==> config.mk <==
export PLATFORM = sky130hd
export DESIGN_NAME = star_softmax_ctrl
export DESIGN_NICKNAME = d
export VERILOG_FILES = /design/src/rtl/star_pkg.sv /design/src/rtl/star_col_counter.sv /design/src/rtl/star_softmax_ctrl.sv
export SDC_FILE = /design/constraint.sdc
export NUM_CORES = 2
export LEC_CHECK = 0
export CORE_MARGIN = 4
export CORE_UTILIZATION = 59
export CTS_BUF_LIST = sky130_fd_sc_hd__clkbuf_2
export CTS_CLUSTER_SIZE = 28
export DETAILED_ROUTE_END_ITERATION = 16
export PLACE_DENSITY = 0.79
export REMOVE_ABC_BUFFERS = 1
export SLEW_MARGIN = 10
export SYNTH_ARGS = -nofsm -noshare
export SYNTH_HDL_FRONTEND = slang
export SYNTH_SLANG_ARGS = --single-unit
==> constraint.sdc <==
create_clock -name clk -period 4.5 [get_ports clk]
set_input_delay 0.45 -clock clk [delete_from_list [all_inputs] [get_ports clk]]
set_output_delay 0.45 -clock clk [all_outputs]
set_load 0.01 [all_outputs]
==> src/rtl/star_pkg.sv <==
// Shared types and width helpers for the STAR softmax row controller.
package star_pkg;

    typedef enum logic [2:0] {
        S_IDLE    = 3'd0,
        S_LOAD    = 3'd1,
        S_CAMSUB  = 3'd2,
        S_FINDMAX = 3'd3,
        S_FINDSUB = 3'd4,
        S_ACCUM   = 3'd5,
        S_EMIT    = 3'd6,
        S_FIN     = 3'd7
    } state_t;

    // CNT_W: width able to hold a full column popcount (0..INPUT_LEN).
    function automatic int cnt_w(input int input_len);
        return $clog2(input_len + 1);
    endfunction

    // ROW_W: width able to hold the completed-row count (0..NUM_ROWS).
    function automatic int row_w(input int num_rows);
        return $clog2(num_rows + 1);
    endfunction

endpackage

==> src/rtl/star_col_counter.sv <==
// Column popcount over INPUT_LEN match vectors, narrowed to SUM_W bits per entry.
// STAR_SUM_SAT_EN selects saturation at 2^SUM_W-1; otherwise counts wrap.
module star_col_counter
    import star_pkg::*;
#(
    parameter int INPUT_LEN = 16,
    parameter int LUT_LEN   = 64,
    parameter int SUM_W     = 3
) (
    input  logic [INPUT_LEN*LUT_LEN-1:0] mv_flat,
    output logic [LUT_LEN*SUM_W-1:0]     cnt
);

    localparam int CNT_W = cnt_w(INPUT_LEN);
`ifdef STAR_SUM_SAT_EN
    localparam int unsigned SAT_MAX = (1 << SUM_W) - 1;
`endif

    logic [CNT_W-1:0] pc;

    always_comb begin
        cnt = '0;
        pc  = '0;
        for (int j = 0; j < LUT_LEN; j++) begin
            pc = '0;
            for (int k = 0; k < INPUT_LEN; k++) begin
                pc = pc + CNT_W'(mv_flat[k*LUT_LEN + j]);
            end
`ifdef STAR_SUM_SAT_EN
            if (32'(pc) > SAT_MAX) cnt[j*SUM_W +: SUM_W] = SUM_W'(SAT_MAX);
            else                   cnt[j*SUM_W +: SUM_W] = SUM_W'(pc);
`else
            cnt[j*SUM_W +: SUM_W] = SUM_W'(pc);
`endif
        end
    end

endmodule

==> src/rtl/star_softmax_ctrl.sv <==
// STAR CAM/LUT softmax row controller: load, CAM lookup, max search, subtract,
// column accumulate, and stream beats. Optional STAR_SUM_SAT_EN saturates counts.
module star_softmax_ctrl
    import star_pkg::*;
#(
    parameter int DATA_W    = 8,
    parameter int INPUT_LEN = 16,
    parameter int LUT_LEN   = 64,
    parameter int NUM_ROWS  = 16,
    parameter int ADDR_W    = 9,
    parameter int SUM_W     = 3
) (
    input  logic                     clk,
    input  logic                     reset,
    input  logic                     start,
    output logic                     data_req,
    output logic [ADDR_W-1:0]        data_addr,
    input  logic                     data_vld,
    input  logic [DATA_W-1:0]        data,
    output logic                     cam_req,
    output logic [DATA_W-1:0]        xi,
    input  logic                     cam_ack,
    input  logic [LUT_LEN-1:0]       i_xi_MV,
    output logic                     sub_req,
    output logic [LUT_LEN-1:0]       o_xmax_MV,
    output logic [LUT_LEN-1:0]       o_xi_MV,
    input  logic                     sub_ack,
    input  logic [LUT_LEN-1:0]       i_sub_MV,
    output logic                     mv_vld,
    input  logic                     mv_rdy,
    output logic [LUT_LEN-1:0]       o_sub_MV,
    output logic [LUT_LEN*SUM_W-1:0] o_sum_MV,
    output logic                     row_done,
    output logic                     busy,
    output logic                     finish,
    output state_t                   dbg_state
);

    localparam int K_W   = $clog2(INPUT_LEN);
    localparam int ROW_W = row_w(NUM_ROWS);
    localparam logic [K_W-1:0]   K_LAST   = K_W'(INPUT_LEN - 1);
    localparam logic [ROW_W-1:0] ROW_LAST = ROW_W'(NUM_ROWS - 1);

    state_t                     state;
    logic [K_W-1:0]             k;
    logic [ROW_W-1:0]           row_cnt;
    logic [DATA_W-1:0]          row_buf [INPUT_LEN];
    logic [LUT_LEN-1:0]         mv_q    [INPUT_LEN];
    logic [LUT_LEN-1:0]         max_q;
    logic [LUT_LEN*SUM_W-1:0]   cnt_q;
    logic [LUT_LEN*SUM_W-1:0]   cnt_next;
    logic [INPUT_LEN*LUT_LEN-1:0] mv_flat;

    assign dbg_state = state;

    always_comb begin
        mv_flat = '0;
        for (int i = 0; i < INPUT_LEN; i++) mv_flat[i*LUT_LEN +: LUT_LEN] = mv_q[i];
    end

    star_col_counter #(
        .INPUT_LEN (INPUT_LEN),
        .LUT_LEN   (LUT_LEN),
        .SUM_W     (SUM_W)
    ) u_col_counter (
        .mv_flat (mv_flat),
        .cnt     (cnt_next)
    );

    // Handshakes: a req/vld is raised only when low, so every ack is followed by
    // at least one idle cycle, and an ack seen while req is low falls through.
    always_ff @(posedge clk or negedge reset) begin
        if (!reset) begin
            state     <= S_IDLE;
            k         <= '0;
            row_cnt   <= '0;
            max_q     <= '0;
            cnt_q     <= '0;
            for (int i = 0; i < INPUT_LEN; i++) begin
                row_buf[i] <= '0;
                mv_q[i]    <= '0;
            end
            data_req  <= 1'b0;
            data_addr <= '0;
            cam_req   <= 1'b0;
            xi        <= '0;
            sub_req   <= 1'b0;
            o_xmax_MV <= '0;
            o_xi_MV   <= '0;
            mv_vld    <= 1'b0;
            o_sub_MV  <= '0;
            o_sum_MV  <= '0;
            row_done  <= 1'b0;
            busy      <= 1'b0;
            finish    <= 1'b0;
        end else begin
            row_done <= 1'b0;
            case (state)
                S_IDLE: begin
                    if (start) begin
                        state <= S_LOAD;
                        busy  <= 1'b1;
                        k     <= '0;
                    end
                end
                S_LOAD: begin
                    if (!data_req) begin
                        data_req <= 1'b1;
                    end else if (data_vld) begin
                        row_buf[k] <= data;
                        data_addr  <= data_addr + ADDR_W'(1);
                        data_req   <= 1'b0;
                        if (k == K_LAST) begin
                            k     <= '0;
                            cnt_q <= '0;
                            state <= S_CAMSUB;
                        end else begin
                            k <= k + K_W'(1);
                        end
                    end
                end
                S_CAMSUB: begin
                    if (!cam_req) begin
                        cam_req <= 1'b1;
                        xi      <= row_buf[k];
                    end else if (cam_ack) begin
                        mv_q[k] <= i_xi_MV;
                        cam_req <= 1'b0;
                        if (k == K_LAST) begin
                            k     <= '0;
                            state <= S_FINDMAX;
                        end else begin
                            k <= k + K_W'(1);
                        end
                    end
                end
                S_FINDMAX: begin
                    // Strict compare keeps the earliest index on ties.
                    if (k == '0 || mv_q[k] > max_q) max_q <= mv_q[k];
                    if (k == K_LAST) begin
                        k     <= '0;
                        state <= S_FINDSUB;
                    end else begin
                        k <= k + K_W'(1);
                    end
                end
                S_FINDSUB: begin
                    if (!sub_req) begin
                        sub_req   <= 1'b1;
                        o_xmax_MV <= max_q;
                        o_xi_MV   <= mv_q[k];
                    end else if (sub_ack) begin
                        mv_q[k]   <= i_sub_MV;
                        sub_req   <= 1'b0;
                        o_xmax_MV <= '0;
                        o_xi_MV   <= '0;
                        if (k == K_LAST) begin
                            k     <= '0;
                            state <= S_ACCUM;
                        end else begin
                            k <= k + K_W'(1);
                        end
                    end
                end
                S_ACCUM: begin
                    cnt_q <= cnt_next;
                    state <= S_EMIT;
                end
                S_EMIT: begin
                    if (!mv_vld) begin
                        mv_vld   <= 1'b1;
                        o_sub_MV <= mv_q[k];
                        o_sum_MV <= cnt_q;
                    end else if (mv_rdy) begin
                        mv_vld <= 1'b0;
                        if (k == K_LAST) begin
                            k        <= '0;
                            row_done <= 1'b1;
                            row_cnt  <= row_cnt + ROW_W'(1);
                            if (row_cnt == ROW_LAST) begin
                                state <= S_FIN;
                                busy  <= 1'b0;
                            end else begin
                                state <= S_LOAD;
                            end
                        end else begin
                            k <= k + K_W'(1);
                        end
                    end
                end
                S_FIN: begin
                    finish <= 1'b1;
                end
                default: state <= S_IDLE;
            endcase
        end
    end

endmodule

==> results.cfg <==
[timing]
fmax_mhz = 226.0
post-route-period-util_pct = 98.34
slew_viol_final = 0
final_period_minus_worst_setup_slack_ps = 4425
worst_clock_skew_ps = 191.8
setup_viol = 0
post-route-worst-setup-slack_ps = 74.87
finalHoldViolCount = 0
worst_slew_pin_slew_ps = 1309
timing.slew.headroom_pct = 12.70
rsz0062_at_grt = yes
total_neg_setup_slack_ps = 0

[floorplanning]
rows = 149
die_h_um = 415.9
die_area_um2 = 173000
core_region_area_um2 = 165200
initial_core_util_pct = 59.44
die-width_um = 415.9
ioPinCount = 554

[worst_setup_path]
r2r-start = k[0]
worst_ep_arrival_time_ps = 6190
timing.rr.end = max_q[38]
cp-start-kind = register
setup.worst_path.class = register to register
worst-r2r-setup-slack_ps = 70
worst_r2r_path_depth = 14
endpoint_kind = register
critPathRequiredTime_ps = 6260
worst_setup_path_startpoint = k[0]
crit_path_max_fanout = 23

[layout]
final_net_count = 10570
post_route_cells_drive_above_1_share_pct = 17.69
finish.cell_count_without_fillers = 12090
syn_to_final_growth_pct = 16.03

[global_routing]
grt_util_all_layers_pct = 34.44
grt_overflow = 0
via_count_of_the_first_global_routing_pass = 76340
globalRouteMet2Util_pct = 54.47
grt_pass1_wl_mm = 452.5
grtUsageMet1_pct = 41.57
initial_antenna_violation_count = 11
grt.busiest_layer = met2
grt.met3_usage_pct = 7.829
grt_start_max_net_pins = 181

[place]
port_buffers = 553
dp_hpwl_mm = 196.0
pre_cts_ws_ps = -270.5
gp_congestion = 0.9463
place.detailed.instances = 11020

[clock_tree]
worst_skew_pair.late_latency_ps = 1980
number_of_buffers_added_by_the_clock_tree_synthesis_step = 464
clk_pin_slew_ps = 110
htreeDepth = 5
cts_root_buf = sky130_fd_sc_hd__clkbuf_2
post-cts-setup-buffers = 0
cts.sink_count = 1828
cts_max_path_buffers = 4
tritoncts_clock_tree = built

[logic_synthesis]
synthDominantAreaCellType = sky130_fd_sc_hd__dfrtp_1
synth_cells = 8604
post-synth-top-count-cell = sky130_fd_sc_hd__dfrtp_1
synth_cell_types = 48
most_instantiated_cells_after_synthesis = sky130_fd_sc_hd__dfrtp_1, sky130_fd_sc_hd__inv_1, sky130_fd_sc_hd__o21ai_0, sky130_fd_sc_hd__nand2_1, sky130_fd_sc_hd__fa_1
synth-seq-area-share_pct = 46.59
synth.ff_latch_count = 1828
ys_async_sr_fraction_pct = 100.0
netlist.area_leader.share_pct = 46.59
syn_avg_cell_area_um2 = 11.41
synth_top_cells_by_area = sky130_fd_sc_hd__dfrtp_1, sky130_fd_sc_hd__fa_1, sky130_fd_sc_hd__mux4_2
synth-main-ff-cell = sky130_fd_sc_hd__dfrtp_1
synth_enable_flop_cells = 0
synthesis.area_um2 = 98180
yosysWarnings = 0

[detailed_routing]
dr.pass1.iters = 7
drt-initial-drc-count = 6967
final_routed_wire_length_divided_by_cell_count_um = 24.22
post-route-drc-count = 0
num_vias = 71870
route.antenna.remaining_nets = 0
via_per_inst = 5.946
finalWirelength_mm = 292.7

[power]
total_leakage_power_nw = 52.91
total_power_mw = 81.94
power_density_nw_per_um2 = 719.2
power.ir.vdd_worst_v = 0.0004225

[hold_path]
min_delay_worst_type = input pin to register
worst_hold_path.num_cells = 4
holdCritStartpoint = i_xi_MV[39]
end_of_the_worst_hold_path = mv_flat[295]

[job]
cap_violations = 0

[status]
status = complete, no violations
-- metal layers --
metal  wire length, µm  vias up
met3             27170     1071
met4             26530        8
met5                44        -
met1            100900    36440
li1                  -    30580
met2            138100     3770
-- flip-flops by register name (all words and copies together) (netlist names) --
signal and count:
o_sub_MV 64, max_q 64, o_sum_MV 192, dbg_state 3, row_done 1, cam_req 1
row_cnt 5, xi 8, row_buf 128, busy 1, data_addr 9, mv_vld 1
finish 1, o_xmax_MV 64, o_xi_MV 64, data_req 1, cnt_q 192, k 4
mv_flat 1024, sub_req 1
-- power by group --
group / switching, mW / internal, mW
Combinational: 24.6 / 20.2
Clock: 6.90 / 4.20
Sequential: 4.55 / 21.5
-- what timing repair did --
| item | 4_1_cts | 5_1_grt |
|---|---|---|
| hold endpoints to repair | 3153 | 0 |
| gates resized for setup | 5 | 16 |
| endpoints found under the setup margin | 64 | 55 |
| gates cloned | 1 | 1 |
| hold buffers | 288 | 0 |
| pin swaps | 0 | 4 |
-- cells by family (layout without fill, tap and decap cells) --
kind of cell	Yosys count	in the layout	share of synthesized area [%]
AO/OA/AOI/OAI	1484	1484	8.316
XOR/XNOR	204	204	1.820
adder cells (fa/ha/maj)	839	839	15.59
buffers and inverters	1807	3089	7.320
flip-flops	1828	1828	46.59
multiplexers	819	819	13.44
other	0	10	0
AND/OR/NAND/NOR	1623	1624	6.929
-- metrics by stage --
stage,area [µm²],utilization [%],hold WS (ps)
floorplan,95600,-,154.4
global placement,107000,64.76,404.2
detailed placement,107000,64.76,406.1
CTS,113800,68.90,3.035
global route,113900,68.96,89.20
finish,113900,68.97,169.0
-- critical path, stage by stage (launching register included) --
cell                       delay, ps
sky130_fd_sc_hd__dfrtp_4         460
sky130_fd_sc_hd__buf_12          200
sky130_fd_sc_hd__buf_12          240
sky130_fd_sc_hd__mux4_2          530
sky130_fd_sc_hd__mux4_2          610
sky130_fd_sc_hd__ha_1            350
sky130_fd_sc_hd__nand4_1         180
sky130_fd_sc_hd__nor4_2          440
sky130_fd_sc_hd__buf_4           180
sky130_fd_sc_hd__nor3b_1         180
sky130_fd_sc_hd__buf_4           170
sky130_fd_sc_hd__a211o_4         140
sky130_fd_sc_hd__buf_4           270
sky130_fd_sc_hd__nand2_1         100
sky130_fd_sc_hd__o211ai_1        150
-- layout by cell type, fill, tap and decap left out, types with 5 or more instances in the layout --
cell type,netlist,layout
sky130_fd_sc_hd__a21oi_1,92,92
sky130_fd_sc_hd__nand4_1,78,78
sky130_fd_sc_hd__mux2_2,395,395
sky130_fd_sc_hd__clkdlybuf4s50_1,0,552
sky130_fd_sc_hd__clkinvlp_4,0,5
sky130_fd_sc_hd__mux2i_1,64,58
sky130_fd_sc_hd__o211ai_1,65,65
sky130_fd_sc_hd__xnor2_1,139,135
sky130_fd_sc_hd__clkinv_2,0,18
sky130_fd_sc_hd__nand3_1,230,218
sky130_fd_sc_hd__buf_4,0,180
sky130_fd_sc_hd__inv_1,1225,1225
sky130_fd_sc_hd__a22o_1,128,128
sky130_fd_sc_hd__mux4_2,360,360
sky130_fd_sc_hd__ha_1,199,199
sky130_fd_sc_hd__fa_1,640,639
sky130_fd_sc_hd__dfrtp_1,1828,1824
sky130_fd_sc_hd__nand2_1,1130,1126
sky130_fd_sc_hd__and2_1,6,5
sky130_fd_sc_hd__clkbuf_2,0,652
sky130_fd_sc_hd__xor2_1,65,65
sky130_fd_sc_hd__dlygate4sd3_1,0,287
sky130_fd_sc_hd__o21ai_0,1171,1168
sky130_fd_sc_hd__diode_2,0,10
sky130_fd_sc_hd__nor2b_1,8,8
sky130_fd_sc_hd__buf_12,0,67
sky130_fd_sc_hd__and4_1,9,7
sky130_fd_sc_hd__clkinv_1,0,84
sky130_fd_sc_hd__and3_1,8,6
sky130_fd_sc_hd__mux2i_2,0,6
sky130_fd_sc_hd__nand3_4,0,12
sky130_fd_sc_hd__nor3_1,70,69
sky130_fd_sc_hd__bufinv_16,0,6
sky130_fd_sc_hd__nor2_1,71,71
-- area by class of cell --
type	instances	area, µm²
Clock inverter	117	638.1
Tap cell	2189	2739
Fill cell	11580	51250
Sequential cell	1828	45760
Clock buffer	652	3263
Antenna cell	10	25.02
Multi-Input combinational cell	4970	45620
Inverter	1225	4598
Timing Repair Buffer	1095	11280
-- how the worst max path moves through the flow --
stage / to / slack, ps / cells past startpoint
4_1_cts: max_q[38] / 20 / 12
6_report: max_q[38] / 70 / 14
3_5_place_dp: max_q[38] / -270 / 11
3_3_place_gp: max_q[8] / -210 / 11
2_1_floorplan: o_xi_MV[0] / -18460 / 3
5_1_grt: max_q[63] / -50 / 12
Note: power is estimated with default switching activity, not from simulation.
==> RTL change, RTL diff (same settings) <==
Put one more register stage on the output `dbg_state`. The value now appears one clock later. The other outputs are not delayed to match.
--- a/src/rtl/star_softmax_ctrl.sv
+++ b/src/rtl/star_softmax_ctrl.sv
@@ -53,3 +53,5 @@
 
-    assign dbg_state = state;
+    always_ff @(posedge clk) begin
+        dbg_state <= state;
+    end
 
Function: not settled (the Yosys comparison gave no result); the edit may change what the design does.
==> RTL change against the original RTL <==
- hold slack better by 0.014 ns
- cell area about the same
- area after synthesis up 0.25%
- sequential cell count up 3
- power down 2.2%
- routed wire length down 0.69%
- final cell count up 0.17%
- clock skew up 0.032 ns
- critical endpoint is now max_q[51]$_DFFE_PN0P_
- combinational power down 3%
- via count down 0.32%
- worst setup slack worse by 0.016 ns
==> RTL change: results (changes against the original RTL) <==
| Metric | Value |
|---|---|
| Worst-Margin Slew | `1.24 ns (-0.0647 ns)` |
| Global-route wire length before repair | `452,000 µm (about the same)` |
| Die area | `0.173 mm² (+0.25%)` |
| Post-synth cell types | `52 (+8.3%)` |
| Maximum VDD drop | `0.581 mV (+38%)` |
| Placed Area | `0.107 mm² (about the same)` |
| Static leakage | `53.2 nW (+0.59%)` |
| Met3 WL | `26,100 µm (-3.8%)` |
| Post-DP HPWL | `191,000 µm (-2.3%)` |
| Cell depth of the worst flop-to-flop path | `11 (-3)` |
| Synth top area cells | `dfrtp_1, fa_1, mux4_2` |
| GRT Util Overall | `34.3% (-0.13 points)` |
| Post-synth top cells | `dfrtp_1, inv_1, o21ai_1` |
| CP max stage delay | `0.58 ns (-0.03 ns)` |
| Cell internal pwr | `44.9 mW (-2.2%)` |
| Gate count after technology mapping | `8,603 (-0.012%)` |
| Max reg flops | `1,024 (unchanged)` |
| Met1 Use GR | `41.9% (+0.31 points)` |
| Asr flop ratio synth | `99.8% (-0.16 points)` |
| Met2 usage | `53.6% (-0.91 points)` |
| Status | `completed` |
| Post-placement cell count | `11,000 (-0.10%)` |
| Total iterations of the first detailed-routing run | `6 (-1)` |
| Vias in the first global route | `76,600 (+0.30%)` |
| Vias | `71,600 (-0.32%)` |
| # fillers | `11,600 (+0.0086%)` |
| Routability cong. | `0.942 (-0.48%)` |
| Pin count of the biggest net entering global routing | `162 (-10%)` |
| Initial antenna violation count | `14 (+3)` |
| Worst EP arrival | `6.20 ns (about the same)` |
| WL met1 | `102,000 µm (+0.84%)` |
| GR Util met3 | `8.00% (+0.18 points)` |
| Worst skew pair latency | `1.92 ns (-0.06 ns)` |
| Clk_skew | `0.223 ns (+0.0317 ns)` |
| Initial drt markers | `7,068 (+1.4%)` |
| CP delay by family, top | `simple AND/OR/NAND/NOR gates` |
| Hold path cells | `4 (unchanged)` |
| WL met2 | `137,000 µm (-0.82%)` |
| Cts bufs inserted | `461 (-0.65%)` |
| Drt wl/cell | `24.0 µm (-0.86%)` |
| Sequential area share after synthesis | `46.5% (-0.057 points)` |
| Non-filler cells, final | `12,100 (+0.17%)` |
[RTL change: kinds of logic (layout without fill, tap and decap cells)]
family	count (synthesis)	after routing	synth area share, %
AO/OA/AOI/OAI	1486	1487	8.29
XOR/XNOR	204	204	1.82
adder cells (fa/ha/maj)	839	839	15.5
other	0	12	0
multiplexers	821	821	13.4
buffers and inverters	1806	3104	7.51
flip-flops	1831	1831	46.5
AND/OR/NAND/NOR	1616	1619	6.87
[RTL change: power groups by stage]
| stage | Combinational (mW) | Sequential (mW) | Clock [mW] |
|---|---|---|---|
| 3_5_place_dp | 42.2 | 25.9 | 0 |
| 5_1_grt | 47.5 | 26.2 | 12.2 |
| 2_1_floorplan | 25.5 | 25.0 | 0 |
| 3_3_place_gp | 40.3 | 25.7 | 0 |
| 4_1_cts | 42.9 | 25.6 | 11.3 |
| 6_report | 43.3 | 25.8 | 11.1 |
[RTL change: worst paths after layout]
check	slack (ns)	end	startpoint
min in group asynchronous	0.34	mv_flat[706]$_DFFE_PN0P_	reset
setup reg to reg	0.06	max_q[51]$_DFFE_PN0P_	k[0]$_DFFE_PN0P_
max in group asynchronous	2.58	o_sum_MV[57]$_DFFE_PN0P_	reset
hold reg to reg	0.35	o_sum_MV[148]$_DFFE_PN0P_	cnt_q[148]$_DFFE_PN0P_
setup / recovery	0.06	max_q[51]$_DFFE_PN0P_	k[0]$_DFFE_PN0P_
hold / removal	0.18	mv_flat[507]$_DFFE_PN0P_	i_xi_MV[59]
[RTL change: metrics by stage]
step / utilization (%) / hold WS [ns] / worst slack (ns) / setup TNS (ns)
after floorplan: - / 0.154 / -13.84 / -
after global placement: 64.6 / 0.431 / 0.00489 / 0
after detailed placement: 64.6 / 0.432 / -0.149 / -6.19
after CTS: 68.8 / 0.00307 / 0.000846 / 0
after global routing: 68.9 / 0.0646 / -0.0468 / -0.541
final: 68.9 / 0.183 / 0.0593 / 0
[RTL change: timing repair]
action	4_1_cts	5_1_grt
resized for setup	3	28
pin swaps	1	5
endpoints found under the hold margin	3145	0
setup buffers	0	4
endpoints found under the setup margin	64	286
gates cloned	1	3
hold buffers	286	0
[RTL change: worst register-to-register path, cell delays in order (launching register included)]
cell and delay (ns):
dfrtp_4 0.50, buf_16 0.25, buf_16 0.30, mux4_2 0.53, mux4_2 0.58, ha_1 0.31, nand4_1 0.27, nor3_1 0.11
a221o_4 0.42, nor2_1 0.34, and4_2 0.58, o211ai_1 0.17
[RTL change: layout make-up]
type | count | area share (%)
clock inverters | 128 | 0.546
multi-input cells | 4970 | 40.1
repair buffers | 1086 | 9.75
diodes | 12 | 0.0264
inverters | 1224 | 4.03
clock buffers | 666 | 2.93
well taps | 2189 | 2.40
flip-flops and latches | 1831 | 40.2
